`config.mk`:
```
export PLATFORM = sky130hd
export DESIGN_NAME = uart_rx
export DESIGN_NICKNAME = d
export VERILOG_FILES = /design/src/rtl/uart_pkg.sv /design/src/rtl/uart_sync2.sv /design/src/rtl/uart_rx.sv
export SDC_FILE = /design/constraint.sdc
export NUM_CORES = 1
export LEC_CHECK = 0
export CAP_MARGIN = 20
export CORE_MARGIN = 10
export CORE_UTILIZATION = 30
export CTS_CLUSTER_DIAMETER = 40
export DETAILED_ROUTE_END_ITERATION = 7
export PLACE_DENSITY = 0.58
export SLEW_MARGIN = 20
export SYNTH_ARGS = -nofsm -noshare
export SYNTH_HDL_FRONTEND = slang
export SYNTH_SLANG_ARGS = --single-unit
```
`constraint.sdc`:
```
create_clock -name clk -period 2.5 [get_ports clk]
set_clock_uncertainty 0.15 [all_clocks]
set_input_delay 0.625 -clock clk [delete_from_list [all_inputs] [get_ports clk]]
set_output_delay 0.625 -clock clk [all_outputs]
set_load 0.02 [all_outputs]
```
`src/rtl/uart_pkg.sv`:
```
// uart_pkg: shared UART types, parity constants and divider limit.
//   uart_rx_state_e : receiver FSM states
//   PARITY_ODD/EVEN : encoding of the parity mode input
//   BAUD_DIV_MIN    : smallest usable baud divider
//   parity_bit()    : expected parity bit from the XOR of the data bits
package uart_pkg;
   typedef enum logic [2:0] {IDLE, START, DATA, PARITY, STOP1, STOP2} uart_rx_state_e;
   localparam logic PARITY_ODD = 1'b0;
   localparam logic PARITY_EVEN = 1'b1;
   localparam int unsigned BAUD_DIV_MIN = 4;
   function automatic logic parity_bit(input logic mode, input logic data_xor);
      return (mode == PARITY_EVEN) ? data_xor : ~data_xor;
   endfunction
endpackage

```
`src/rtl/uart_sync2.sv`:
```
// uart_sync2: two-flop synchronizer for asynchronous inputs.
//   clk, rst : clock, asynchronous active-high reset (flops take RST_VAL)
//   d_i      : asynchronous input
//   q_o      : synchronized output
module uart_sync2 #(
   parameter int W = 1,
   parameter logic [W-1:0] RST_VAL = '0
) (
   input  logic         clk,
   input  logic         rst,
   input  logic [W-1:0] d_i,
   output logic [W-1:0] q_o
);
   logic [W-1:0] s1_q, s2_q;
   always_ff @(posedge clk or posedge rst) begin
      if (rst) begin
         s1_q <= RST_VAL;
         s2_q <= RST_VAL;
      end else begin
         s1_q <= d_i;
         s2_q <= s1_q;
      end
   end
   assign q_o = s2_q;
endmodule

```
`src/rtl/uart_rx.sv`:
```
// uart_rx: UART receiver, serial line to parallel words with valid/ready.
//   clk, rst            : clock, asynchronous active-high reset
//   en_i                : receiver enable; low aborts a frame in progress
//   stop_bits_i         : 0 = one stop bit, 1 = two
//   parity_bit_i        : a parity bit follows the data
//   parity_bit_mode_i   : 0 = odd, 1 = even parity
//   baud_div_i          : bit period in clk cycles
//   rx_i                : asynchronous serial input, idles high
//   rx_data_o/rx_valid_o/rx_ready_i : received word handshake
//   parity_err_o, frame_err_o       : error flags qualified by rx_valid_o
//   overrun_o           : one-cycle pulse when a completed frame is dropped
//   busy_o              : a frame is in progress
module uart_rx
   import uart_pkg::*;
#(
   parameter int DATA_W = 8,
   parameter int BAUD_W = 16
) (
   input  logic              clk,
   input  logic              rst,
   input  logic              en_i,
   input  logic              stop_bits_i,
   input  logic              parity_bit_i,
   input  logic              parity_bit_mode_i,
   input  logic [BAUD_W-1:0] baud_div_i,
   input  logic              rx_i,
   output logic [DATA_W-1:0] rx_data_o,
   output logic              rx_valid_o,
   input  logic              rx_ready_i,
   output logic              parity_err_o,
   output logic              frame_err_o,
   output logic              overrun_o,
   output logic              busy_o
);
   localparam int CNT_W = $clog2(DATA_W);
   uart_rx_state_e state_q, state_d;
   logic [BAUD_W-1:0] cnt_q, cnt_d, div_q, div_d, div_sel;
   logic [CNT_W-1:0] bit_q, bit_d;
   logic [DATA_W-1:0] shift_q, shift_d, data_q, data_d;
   logic two_stop_q, two_stop_d, par_en_q, par_en_d, par_mode_q, par_mode_d;
   logic perr_q, perr_d, ferr_q, ferr_d, done_q, done_d;
   logic valid_q, valid_d, perr_o_q, perr_o_d, ferr_o_q, ferr_o_d, ovr_q, ovr_d;
   logic rx_s, edge_q, tick, fall, load;

   uart_sync2 #(.W(1), .RST_VAL(1'b1)) u_sync (
      .clk(clk),
      .rst(rst),
      .d_i(rx_i),
      .q_o(rx_s)
   );

   assign div_sel = (baud_div_i < BAUD_W'(BAUD_DIV_MIN)) ? BAUD_W'(BAUD_DIV_MIN) : baud_div_i;
   // counter holds the cycles left before the next sample edge
   assign tick = cnt_q == '0;
   assign fall = en_i && edge_q && !rx_s;

   always_comb begin
      state_d = state_q;
      cnt_d = tick ? cnt_q : cnt_q - 1'b1;
      div_d = div_q;
      bit_d = bit_q;
      shift_d = shift_q;
      two_stop_d = two_stop_q;
      par_en_d = par_en_q;
      par_mode_d = par_mode_q;
      perr_d = perr_q;
      ferr_d = ferr_q;
      done_d = 1'b0;
      case (state_q)
         IDLE: if (fall) begin
            state_d = START;
            cnt_d = (div_sel >> 1) - 1'b1;
            div_d = div_sel;
            two_stop_d = stop_bits_i;
            par_en_d = parity_bit_i;
            par_mode_d = parity_bit_mode_i;
            bit_d = '0;
            perr_d = 1'b0;
            ferr_d = 1'b0;
         end
         START: if (tick) begin
            state_d = rx_s ? IDLE : DATA;
            cnt_d = div_q - 1'b1;
         end
         DATA: if (tick) begin
            shift_d = {rx_s, shift_q[DATA_W-1:1]};
            cnt_d = div_q - 1'b1;
            bit_d = bit_q + 1'b1;
            if (bit_q == CNT_W'(DATA_W - 1)) state_d = par_en_q ? PARITY : STOP1;
         end
         PARITY: if (tick) begin
            perr_d = rx_s != parity_bit(par_mode_q, ^shift_q);
            cnt_d = div_q - 1'b1;
            state_d = STOP1;
         end
         STOP1: if (tick) begin
            ferr_d = !rx_s;
            cnt_d = div_q - 1'b1;
            state_d = two_stop_q ? STOP2 : IDLE;
            done_d = !two_stop_q;
         end
         STOP2: if (tick) begin
            ferr_d = ferr_q || !rx_s;
            state_d = IDLE;
            done_d = 1'b1;
         end
         default: state_d = IDLE;
      endcase
      if (!en_i) begin
         state_d = IDLE;
         done_d = 1'b0;
      end
   end

   // completed frame is presented one cycle after the last stop sample
   always_comb begin
      load = done_q && (!valid_q || rx_ready_i);
      data_d = load ? shift_q : data_q;
      perr_o_d = load ? perr_q : perr_o_q;
      ferr_o_d = load ? ferr_q : ferr_o_q;
      valid_d = load || (valid_q && !rx_ready_i);
      ovr_d = done_q && !load;
   end

   always_ff @(posedge clk or posedge rst) begin
      if (rst) begin
         state_q <= IDLE;
         edge_q <= 1'b1;
         cnt_q <= '0;
         div_q <= '0;
         bit_q <= '0;
         shift_q <= '0;
         two_stop_q <= 1'b0;
         par_en_q <= 1'b0;
         par_mode_q <= 1'b0;
         perr_q <= 1'b0;
         ferr_q <= 1'b0;
         done_q <= 1'b0;
         data_q <= '0;
         valid_q <= 1'b0;
         perr_o_q <= 1'b0;
         ferr_o_q <= 1'b0;
         ovr_q <= 1'b0;
      end else begin
         state_q <= state_d;
         edge_q <= rx_s;
         cnt_q <= cnt_d;
         div_q <= div_d;
         bit_q <= bit_d;
         shift_q <= shift_d;
         two_stop_q <= two_stop_d;
         par_en_q <= par_en_d;
         par_mode_q <= par_mode_d;
         perr_q <= perr_d;
         ferr_q <= ferr_d;
         done_q <= done_d;
         data_q <= data_d;
         valid_q <= valid_d;
         perr_o_q <= perr_o_d;
         ferr_o_q <= ferr_o_d;
         ovr_q <= ovr_d;
      end
   end

   assign rx_data_o = data_q;
   assign rx_valid_o = valid_q;
   assign parity_err_o = perr_o_q;
   assign frame_err_o = ferr_o_q;
   assign overrun_o = ovr_q;
   assign busy_o = state_q != IDLE;
endmodule

```
Word-level counts from Yosys, hierarchy flattened
Index checks and enable logic that the tools add are counted.
Widths: inputs -> output; s select.
{ "op_classes": {"add_sub_neg": 4, "n_lt_le_gt_ge": 1, "n_eq_ne": 19, "muxes": 31, "n_bitwise": 1, "n_reduce_logical": 27} }
{ "op_table": {"columns": ["op", "count"], "rows": [
  ["$mux 16", 4],
  ["$mux 3", 12],
  ["$pmux 16 s2", 1],
  ["$sub 16x1->16 const B", 2],
  ["$ne 3x3->1 const B", 7],
  ["$pmux 3 s6", 1],
  ["$logic_not 16->1", 1],
  ["$lt 16x3->1 const B", 1],
  ["$sub 15x1->16 const B", 1],
  ["$ne 2x2->1 const B", 5],
  ["$eq 3x3->1 const B", 3],
  ["$mux 1", 8],
  ["$reduce_xor 8->1", 1],
  ["$reduce_and 7->1", 1],
  ["$eq 3x2->1 const B", 2],
  ["$pmux 3 s2", 1],
  ["$reduce_and 3->1", 2],
  ["$reduce_bool 3->1", 2],
  ["$logic_and 1x1->1", 5],
  ["$logic_not 1->1", 5],
  ["$pmux 1 s2", 2],
  ["$reduce_and 2->1", 2],
  ["$reduce_and 4->1", 1],
  ["$reduce_bool 2->1", 2],
  ["9 further kinds", 11]
]} }
{ "totals": {"regBits": 67, "input_bits": 24, "output_inout_bits": 13, "elab_cells": 102} }

Longest topological paths before layout
Gate-level depths: netlist of the first run.
{ "logic_depth": {"word_depth": 6, "ltp_mapped": 9, "mapped_depth_nobuf": 9} }

Hierarchy
Synthesis of the first run repeated with hierarchy kept, for this count alone.
{ "unflattened": {"hier_cells": 391, "area_unflattened_um2": 3861.2} }
{ "by_module_without_submodules": {"columns": ["mod", "instances", "cells_per_inst", "area_per_inst_um2", "seq_area_each_um2"], "rows": [
  ["uart_rx", 1, 388, 3804.9, 1627.8],
  ["uart_sync2", 1, 3, 56.3, 52.6]
]} }

Least setup slack after synthesis of the first run
Ideal clock, no wire load.
{ "synth_path": {"path_kind": "in2reg", "start": "in baud_div_i[2]", "end": "reg cnt_q[12]", "setup_ns": 0.142, "arrival_time_ns": 2.892, "required_ns": 2.208, "path_slack_ns": -0.684, "stages": 9, "n_path_buf": 0, "cell_sequence": "nor4_1 > nand4_1 > nand2_1 > ha_1 > or4b_2 > nor3_1 > nor4bb_1 > xnor2_1 > o221ai_1"} }
{ "synth_via": {"elab_chain_cells": 5} }
{ "synth_lines": {"columns": ["item", "line", "source"], "rows": [
  ["start, declared", "uart_rx.sv:25", "input logic [BAUD_W-1:0] baud_div_i,"],
  ["$lt 16x3->1", "uart_rx.sv:52", "assign div_sel = (baud_div_i < BAUD_W'(BAUD_DIV_MIN)) ? BAUD_W'(BAUD_DIV_MIN) : baud_div_i;"],
  ["$mux 16 *", "uart_rx.sv:52", null],
  ["$sub 15x1->16 *", "uart_rx.sv:72", "cnt_d = (div_sel >> 1) - 1'b1;"],
  ["$mux 16 *", "uart_rx.sv:70", "IDLE: if (fall) begin"],
  ["$pmux 16 s2 *", "uart_rx.sv:69", "case (state_q)"],
  ["named net cnt_d[12]", "uart_rx.sv:37", "logic [BAUD_W-1:0] cnt_q, cnt_d, div_q, div_d, div_sel;"],
  ["end signal, assigned", "uart_rx.sv:147", "cnt_q <= cnt_d;"],
  ["end, declared", "uart_rx.sv:37", null]
]} }
The timed path passes the listed nets; every way through them passes the cells marked *.
A chain may end at the register's enable or synchronous reset.

Worst setup path in the final report of the first run
Ends and elaborated chain as after synthesis.

==> impl_metrics.yaml, run 1 <==
sta:
  rsz0062_at_grt: "true"
  setup_violations: 3
  period_minus_slack_ns: 2.60
  slew_headroom_pct: 72.8
  worst_slack_ns: -0.102
  period_share_pct: 104
  worst_pin_slew_ns: 0.405
  hold_viol_final: 0
  maxSlewViolCount: 0
  fmax_mhz: 384
  hold_ws_ns: 0.211
die:
  io_pins: 37
  rows: 41
  start_util_pct: 30.9
  die_area_mm2: 0.0182
  die_h_um: 135
  die_width_um: 135
  core_area_mm2: 0.0128
final_layout:
  layout_commonest_cell: "nand2_1"
  antenna-diode-count: 0
  syn2layout_area_growth_pct: 38.4
  final_cell_mix: "nand2_1, buf_4, dfrtp_1"
  fin_nets: 567
  stdcell_area_mm2: 0.00547
  drive_gt1_share_pct: 28.0
  fill_cells: 1240
  final_cells: 715
drt:
  wl_um: 11900
  drc: 0
  ant_nets: 0
  avgViaCountPerCell: 5.20
  dr.pass1.iters: 5
  drtIter0Drc: 232
  dr_total_vias: 3718
  wl_per_cell_um: 16.6
clocking:
  postCtsHoldBufs: 0
  clk_pin_slew_ns: 0.06
  cts_made_buffers: 9
  cts-root-buf: "clkbuf_16"
  cts_tree: "done"
  clockBufferDepth: 2
  clock-sinks: 67
  ctsHtreeMaxLevel: 3
  insertion_delay_ns: 0.34
min_path:
  hold_class: "register to register"
pwr:
  cellPowerDensity_mw_per_mm2: 683
  vdd_drop_max_v: 0.000339
  p_leak_nw: 2.35
  power.total_mw: 3.73
setup_path:
  worst-path-buf-inv: 2
  crit_fanout: 2
  start_kind: "primary input"
  crit_path_max_incr_delay_ns: 0.49
  critPathArrivalTime_ns: 2.66
  cp_slowest_cell: "or4b_4"
  crit_type: "primary input to register"
  cp.required_ns: 2.55
  cp-end-kind: "register"
  path_delay_family: "simple AND/OR/NAND/NOR gates"
  worstPathCellList: "clkdlybuf4s15_2 > nor4_4 > buf_4 > and4_1 > nor2_2 > ha_2 > or4b_4 > nor3_4 > nor4bb_4 > xnor2_1 > o221ai_1"
grt:
  first_global_vias: 3840
  grt_util_all_layers_pct: 13.4
  antenna_found_initial: 0
  gr-total-overflow: 0
  grt_pass1_wl_um: 19900
  grt_max_degree: 58
synthesis:
  yosysSeqAreaShare_pct: 42.5
  yosys_warnings: 0
  syn-num-nets: 468
  synth_top_area_share_pct: 40.5
  syn_inst: 439
  yosys-top-cells-area: "dfrtp_1, nand2_1, xnor2_1"
  synth_seq_cells: 67
  yosysUniqueCellTypes: 57
  yosysTopAreaCell: "dfrtp_1"
  syn_area_per_cell_um2: 9.00
  synth-edff-count: 0
  netlist_area_mm2: 0.00395
  synthFlopType: "dfrtp_1"
  synthArstFlopShare_pct: 100
placed_design:
  place_area_mm2: 0.00500
  place_ws_ns: -0.897
  io_buffers: 36
  numPlacedInstances: 688
  hpwl_um: 8740
  gp_congestion: 0.915
status:
  violations: "negative setup slack"
  status: "finished, violations left"
run:
  cap_violations: 0
[final cells by class]
class | count | area, um2 | area share, %
multi-input combinational | 343 | 2340 | 42.8
sequential | 67 | 1680 | 30.7
timing repair buffer | 105 | 877 | 16.0
clock buffer | 13 | 260 | 4.76
tap | 172 | 215 | 3.94
clock inverter | 3 | 46.3 | 0.847
inverter | 12 | 45.0 | 0.824
[registers in the layout, summed over array words and instances, names as in the netlist]
signal and cells:
bit_q 3, cnt_q 16, div_q 16, done_q 1
edge_q 1, ferr_q 1, frame_err_o 1, overrun_o 1
par_en_q 1, par_mode_q 1, parity_err_o 1, perr_q 1
rx_data_o 8, rx_valid_o 1, shift_q 8, state_q 3
two_stop_q 1, u_sync.q_o 1, u_sync.s1_q 1
[cell families (layout without fill, tap and decap cells)]
logic type | after synthesis | count (layout) | synth area share (%)
AOI/OAI and AO/OA | 77 | 77 | 12.5
xor gates and xnor gates | 32 | 32 | 7.10
adders and majority gates | 5 | 5 | 1.58
buffers and inverters | 30 | 133 | 2.88
DFF | 67 | 67 | 42.5
muxes | 24 | 24 | 6.65
and+or+nand+nor | 204 | 205 | 26.7
[power by group]
| group | switching (mW) | leakage (nW) | internal, mW | total, mW |
|---|---|---|---|---|
| Combinational | 0.515 | 1.34 | 0.459 | 0.974 |
| Sequential | 0.202 | 0.868 | 1.24 | 1.45 |
| Clock | 0.484 | 0.146 | 0.831 | 1.31 |
[final timing paths]
check                         startpoint          to  slack, ns  cells after the start
setup / recovery           baud_div_i[2]   cnt_q[12]      -0.10                     11
hold / removal               u_sync.s1_q  u_sync.q_o       0.21                      0
setup reg to reg                cnt_q[2]   cnt_q[13]       0.08                      5
hold reg to reg              u_sync.s1_q  u_sync.q_o       0.21                      0
max in group asynchronous            rst      edge_q       1.20                      3
min in group asynchronous            rst    div_q[5]       0.39                      2
[Yosys cell counts (all sizes together) (3+ instances only)]
cell type and count:
ha 5, nor2 31, a211oi 4, xor2 13
a21oi 12, o31ai 4, o21ai 28, nor4 13
dfstp 3, o22ai 5, nand4b 3, nand2b 4
o211ai 5, nor3 24, mux2i 6, nand3 14
mux2 18, dfrtp 64, or2 5, nand4 3
and4 4, o221ai 6, nand2 71, clkbuf 17
or3 9, xnor2 19, or4 8, inv 12
[timing repair]
action / CTS / global route
setup buffers: 8 / 2
endpoints found under the setup margin: 20 / 22
cloned: 0 / 1
resized for setup: 61 / 18
pin swaps: 13 / 13
[worst reg2reg max path: stages, from the launching register on]
cell	delay, ns
dfrtp_1	0.38
or4_4	0.54
or4b_4	0.57
or4_4	0.45
o211ai_1	0.12
a32o_1	0.16
[per-layer routing]
layer / part of all wire [%] / track usage, % / vias up
li1: - / - / 1793
met1: 45 / 17.2 / 1810
met2: 48 / 21.7 / 99
met3: 4.7 / 2.56 / 16
met4: 1.9 / 5.20 / 0
met5: 0 / 0 / -
[through the flow]
stage / setup TNS (ns) / utilization, %
after floorplan: -0.540 / -
after global placement: -6.34 / 39.2
after detailed placement: -6.98 / 39.2
after CTS: -0.301 / 42.1
after global routing: -1.02 / 42.8
final: -0.183 / 42.8
Power figures use the tool's default switching activity.
==> run 2, diff against run 1 <==
Settings changed: CAP_MARGIN 20 to not set.
==> results of run 2 <==
Final layout, timing and power as in run 1 (identical DEF).
